[src/rtl/game_pkg.sv]
`default_nettype none
// ============================================================================
// game_pkg : shared digit constants and FSM encoding for the answer keeper
// Revision : 1.0 - initial release
// ============================================================================
package game_pkg;

  localparam int NUM_DIGITS_DEFAULT = 4;
  localparam int DIGIT_W            = 4;

  localparam logic [DIGIT_W-1:0] DIGIT_MIN = 4'd1;
  localparam logic [DIGIT_W-1:0] DIGIT_MAX = 4'd8;

  typedef enum logic [2:0] {
    ST_IDLE  = 3'd0,
    ST_REQ   = 3'd1,
    ST_WAIT  = 3'd2,
    ST_CHECK = 3'd3,
    ST_READY = 3'd4
  } state_t;

endpackage
`default_nettype wire

[src/rtl/match_counter.sv]
`default_nettype none
// ============================================================================
// match_counter : combinational strike/ball count of a guess against an answer
// Revision      : 1.0 - initial release
// ============================================================================
module match_counter
  import game_pkg::*;
#(
  parameter int NUM_DIGITS = NUM_DIGITS_DEFAULT
) (
  input  logic [NUM_DIGITS*DIGIT_W-1:0] answer,
  input  logic [NUM_DIGITS*DIGIT_W-1:0] guess,
  output logic [2:0]                    strikes,
  output logic [2:0]                    balls
);

  logic w_hit;

  // A zero guess digit is a blank and never scores.
  always_comb begin
    strikes = '0;
    balls   = '0;
    w_hit   = 1'b0;
    for (int i = 0; i < NUM_DIGITS; i++) begin
      w_hit = 1'b0;
      if (guess[i*DIGIT_W +: DIGIT_W] != '0) begin
        if (guess[i*DIGIT_W +: DIGIT_W] == answer[i*DIGIT_W +: DIGIT_W])
          strikes = strikes + 3'd1;
        for (int j = 0; j < NUM_DIGITS; j++) begin
          if ((j != i) && (guess[i*DIGIT_W +: DIGIT_W] == answer[j*DIGIT_W +: DIGIT_W]))
            w_hit = 1'b1;
        end
        if (w_hit)
          balls = balls + 3'd1;
      end
    end
  end

endmodule
`default_nettype wire

[src/rtl/answer_keeper.sv]
`default_nettype none
// ============================================================================
// answer_keeper : builds a unique-digit answer from a random source and scores
//                 guesses against it with strikes and balls
// Revision      : 1.0 - initial release
// ============================================================================
module answer_keeper
  import game_pkg::*;
#(
  parameter int NUM_DIGITS = NUM_DIGITS_DEFAULT,
  parameter int TIMEOUT    = 16
) (
  input  logic                          clk,
  input  logic                          rst,
  input  logic                          new_game,
  output logic                          change_answer,
  input  logic                          write_enable,
  input  logic [31:0]                   rand_value,
  input  logic                          guess_valid,
  input  logic [NUM_DIGITS*DIGIT_W-1:0] guess,
  output logic                          guess_ready,
  output logic                          result_valid,
  output logic [2:0]                    strikes,
  output logic [2:0]                    balls,
  output logic                          win,
  output logic [NUM_DIGITS*DIGIT_W-1:0] answer,
  output logic                          busy
);

  localparam int c_cnt_w = $clog2(NUM_DIGITS + 1);
  localparam int c_tmr_w = $clog2(TIMEOUT + 1);

  state_t                        r_state;
  logic [c_cnt_w-1:0]            r_count;
  logic [c_tmr_w-1:0]            r_timer;
  logic [DIGIT_W-1:0]            r_candidate;
  logic [NUM_DIGITS*DIGIT_W-1:0] r_answer;
  logic                          r_change_answer;
  logic                          r_guess_ready;
  logic                          r_result_valid;
  logic                          r_win;
  logic                          r_busy;
  logic [2:0]                    r_strikes;
  logic [2:0]                    r_balls;

  logic [2:0] w_strikes;
  logic [2:0] w_balls;
  logic       w_dup;
  logic       w_cand_ok;
  logic       w_unused_rand;

  assign w_unused_rand = ^rand_value[31:DIGIT_W];

  match_counter #(
    .NUM_DIGITS (NUM_DIGITS)
  ) u_match_counter (
    .answer  (r_answer),
    .guess   (guess),
    .strikes (w_strikes),
    .balls   (w_balls)
  );

  // Unfilled slots hold 0, which is never a legal candidate, so scan them all.
  always_comb begin
    w_dup = 1'b0;
    for (int i = 0; i < NUM_DIGITS; i++) begin
      if (r_answer[i*DIGIT_W +: DIGIT_W] == r_candidate)
        w_dup = 1'b1;
    end
    w_cand_ok = (r_candidate >= DIGIT_MIN) && (r_candidate <= DIGIT_MAX) && !w_dup;
  end

  always_ff @(posedge clk) begin
    if (rst) begin
      r_state         <= ST_IDLE;
      r_count         <= '0;
      r_timer         <= '0;
      r_candidate     <= '0;
      r_answer        <= '0;
      r_change_answer <= 1'b0;
      r_guess_ready   <= 1'b0;
      r_result_valid  <= 1'b0;
      r_win           <= 1'b0;
      r_busy          <= 1'b0;
      r_strikes       <= '0;
      r_balls         <= '0;
    end else begin
      r_change_answer <= 1'b0;
      r_result_valid  <= 1'b0;
      if (new_game) begin
        r_answer        <= '0;
        r_count         <= '0;
        r_timer         <= '0;
        r_win           <= 1'b0;
        r_strikes       <= '0;
        r_balls         <= '0;
        r_state         <= ST_REQ;
        r_change_answer <= 1'b1;
        r_busy          <= 1'b1;
        r_guess_ready   <= 1'b0;
      end else begin
        case (r_state)
          ST_REQ: begin
            r_timer <= '0;
            r_state <= ST_WAIT;
          end
          ST_WAIT: begin
            if (write_enable) begin
              r_candidate <= rand_value[DIGIT_W-1:0];
              r_state     <= ST_CHECK;
            end else if (r_timer == c_tmr_w'(TIMEOUT - 1)) begin
              r_state         <= ST_REQ;
              r_change_answer <= 1'b1;
            end else begin
              r_timer <= r_timer + c_tmr_w'(1);
            end
          end
          ST_CHECK: begin
            if (w_cand_ok) begin
              for (int i = 0; i < NUM_DIGITS; i++) begin
                if (r_count == c_cnt_w'(i))
                  r_answer[i*DIGIT_W +: DIGIT_W] <= r_candidate;
              end
              r_count <= r_count + c_cnt_w'(1);
            end
            if (w_cand_ok && (r_count == c_cnt_w'(NUM_DIGITS - 1))) begin
              r_state       <= ST_READY;
              r_guess_ready <= 1'b1;
              r_busy        <= 1'b0;
            end else begin
              r_state         <= ST_REQ;
              r_change_answer <= 1'b1;
            end
          end
          ST_READY: begin
            if (guess_valid) begin
              r_result_valid <= 1'b1;
              r_strikes      <= w_strikes;
              r_balls        <= w_balls;
              r_win          <= (w_strikes == 3'(NUM_DIGITS));
            end
          end
          default: begin
          end
        endcase
      end
    end
  end

  assign change_answer = r_change_answer;
  assign guess_ready   = r_guess_ready;
  assign result_valid  = r_result_valid;
  assign strikes       = r_strikes;
  assign balls         = r_balls;
  assign win           = r_win;
  assign answer        = r_answer;
  assign busy          = r_busy;

endmodule
`default_nettype wire

[config.mk]
export PLATFORM = sky130hd
export DESIGN_NAME = answer_keeper
export DESIGN_NICKNAME = d
export VERILOG_FILES = /design/src/rtl/game_pkg.sv /design/src/rtl/match_counter.sv /design/src/rtl/answer_keeper.sv
export SDC_FILE = /design/constraint.sdc
export NUM_CORES = 1
export LEC_CHECK = 0
export ABC_AREA = 0
export BUFFER_PORTS_ARGS = -buffer_cell sky130_fd_sc_hd__buf_2
export CAP_MARGIN = 20
export CORE_ASPECT_RATIO = 0.7
export CORE_MARGIN = 5
export CORE_UTILIZATION = 54
export DETAILED_ROUTE_END_ITERATION = 8
export PLACE_DENSITY = 0.81
export RECOVER_POWER = 50
export REMOVE_ABC_BUFFERS = 1
export SYNTH_ARGS = -nofsm -noshare
export SYNTH_HDL_FRONTEND = slang
export SYNTH_SLANG_ARGS = --single-unit
[constraint.sdc]
create_clock -name clk -period 4.2 [get_ports clk]
set_input_delay 0.63 -clock clk [delete_from_list [all_inputs] [get_ports clk]]
set_output_delay 0.63 -clock clk [all_outputs]
set_load 0.005 [all_outputs]
==> impl_metrics.ini <==
[floorplan]
die_height_um = 73.5
die_area_mm2 = 0.00740
die_w_um = 101
ios = 80
coreArea_mm2 = 0.00567
start_util_pct = 54.8
rows = 23

[clock_tree]
numCtsBuffers = 5
path_clk_slew_ns = 0.08
cts_max_path_buffers = 2
clock_latency_ns = 0.30
cts.sinks = 42
cts_tree = built
htreeDepth = 2
post_cts_buffers = 0
hold_buffers = 0
cts.repair.resized = 0
cts-root-buf = clkbuf_8

[logic_synthesis]
synth_area_leader_cell = dfxtp_1
synth.cell_area_mm2 = 0.00311
synth_edf_count = 0
synth_top_cells_by_area = dfxtp_1 27%, xnor2_1 19%, mux2i_1 6.8%
synth_ff_type = dfxtp_1
async_flop_share_pct = 0
synth_top_cell_area_share_pct = 27.0
synthCells = 372
syn_avg_cell_area_um2 = 8.36
yosysWarningCount = 0
ys_seq_area_share_pct = 27.0
yosys_register_bits = 42
ys_types = 43

[worst_setup_path]
end_kind = flip-flop
crit_path_max_fanout = 5
critPathKind = input port to flip-flop
start_kind = input port
worstPathRequired_ns = 4.42
cp.arrival_ns = 3.69

[placed_design]
portBuffers = 51
hpwl_mm = 5.56
place_congestion = 0.900

[global_route]
grt_pass1_vias = 2521
grt_max_degree = 22
antenna_found_initial = 0
grt_overflow = 0
grt_usage_pct = 20.6
grt_pass1_wl_mm = 12.1

[job]
maxCapViolations = 0

[pwr]
leakage_nw = 1.35
finalPower_mw = 0.757
switching_share_pct = 26.4
irDropWorstVdd_uv = 116
intPower_mw = 0.557
p_per_area_mw_per_mm2 = 226
p_switching_mw = 0.199
seqPwrFrac_pct = 53.3
p_comb_share_pct = 13.5
power_frac_clock_pct = 33.2

[timing]
fmax_mhz = 288
setup_viol = 0
grt_setup_unrepaired = false
finalHoldViolCount = 0
tns_ns = 0
period_share_pct = 82.6
maxSlewHeadroom_pct = 59.9
finClkSkew_ns = 0.0113
maxSlewViolCount = 0
tightest_slew_ns = 0.601
fin_crit_ns = 3.47

[layout]
antenna_cells = 0
final_common_cell = xnor2_1
synthToLayoutAreaGrowth_pct = 7.81
nNetsFinal = 460
final_util_pct = 59.1
drive_above_1_share_pct = 16.5
mostFrequentLayoutCells = 66 x xnor2_1, 44 x buf_2, 42 x dfxtp_1

[detailed_routing]
avgRoutedWirePerCell_um = 15.6
vias = 2526
viasPerCell = 5.39
routed_wl_mm = 7.34
drc = 0
drtPass1Iterations = 4
drtIter0Drc = 181
antenna_left = 0

[hold_path]
hp-class = flip-flop to flip-flop

[status]
outcome = complete, no violations
==> cell families (layout without fill, tap and decap cells) <==
logic type	Yosys count	in the layout	share of synthesized area, %
flip-flops	42	42	27.0
AO/OA/AOI/OAI	34	34	7.28
adder cells (fa/ha/maj)	13	13	5.23
AND/OR/NAND/NOR	120	120	20.0
XOR/XNOR	88	88	25.0
multiplexers	24	24	7.85
buffers and inverters	51	73	7.61
==> power groups by stage <==
stage	clock [mW]	sequential, mW	combinational [mW]
after global routing	0.275	0.404	0.114
after CTS	0.254	0.403	0.102
after floorplan	0	0.412	0.0621
after global placement	0	0.412	0.0976
final	0.252	0.403	0.102
after detailed placement	0	0.412	0.102
==> synth_stat cells (7+ instances only) <==
library cell and number:
xnor2_1 66, dfxtp_1 42, nand2_1 32, nor2_1 28, buf_2 21, mux2i_1 21
xor2_1 21, clkbuf_1 16, nand4_1 15, a21oi_1 13, ha_1 13, inv_1 8
nand3_1 7, nor4_1 7
==> worst max-delay path, stage by stage <==
cell and delay (ns):
buf_2 0.14, or3_1 0.39, a21oi_1 0.27, nor2_1 0.10, ha_1 0.29, nand2_1 0.09
o31ai_4 0.10, ha_1 0.31, mux2_2 0.29, ha_1 0.30, or3_1 0.40, o32a_1 0.18
o31ai_1 0.19
==> sequential cells by signal, indices dropped and copies added (netlist names), 3 cells and up <==
signal / count
r_candidate: 4
strikes: 3
r_timer: 5
balls: 3
answer: 16
r_state: 3
r_count: 3
==> worst paths after layout <==
path	from	end	slack, ns	cells past startpoint
max reg2reg	answer[0]	win	0.87	12
max	guess[1]	win	0.73	13
min	guess_ready	guess_ready	0.45	2
min reg2reg	guess_ready	guess_ready	0.45	2
==> area by class of cell <==
cell class	count	area [µm²]
clock buffer	5	68.8
clock inverter	2	10.0
timing repair buffer	58	277
tap	75	93.8
inverter	8	30.0
fill	513	2320
sequential	42	841
multi-input combinational	279	2030
==> metal layers <==
metal	part of all wire (%)	track usage, %
met1	46	27.3
met5	0	0
met2	48	34.1
met3	5.4	4.46
met4	1.2	5.23
==> stage by stage <==
stage,worst slack [ns],hold WS [ns],area (µm²),std cells
after global routing,0.641,0.493,3350,469
final,0.732,0.449,3350,469
after detailed placement,0.428,0.436,3300,462
after floorplan,0.792,0.442,2900,329
after global placement,0.513,0.431,3300,462
after CTS,0.737,0.449,3380,469
No activity file was read; power rests on OpenSTA's default activity.
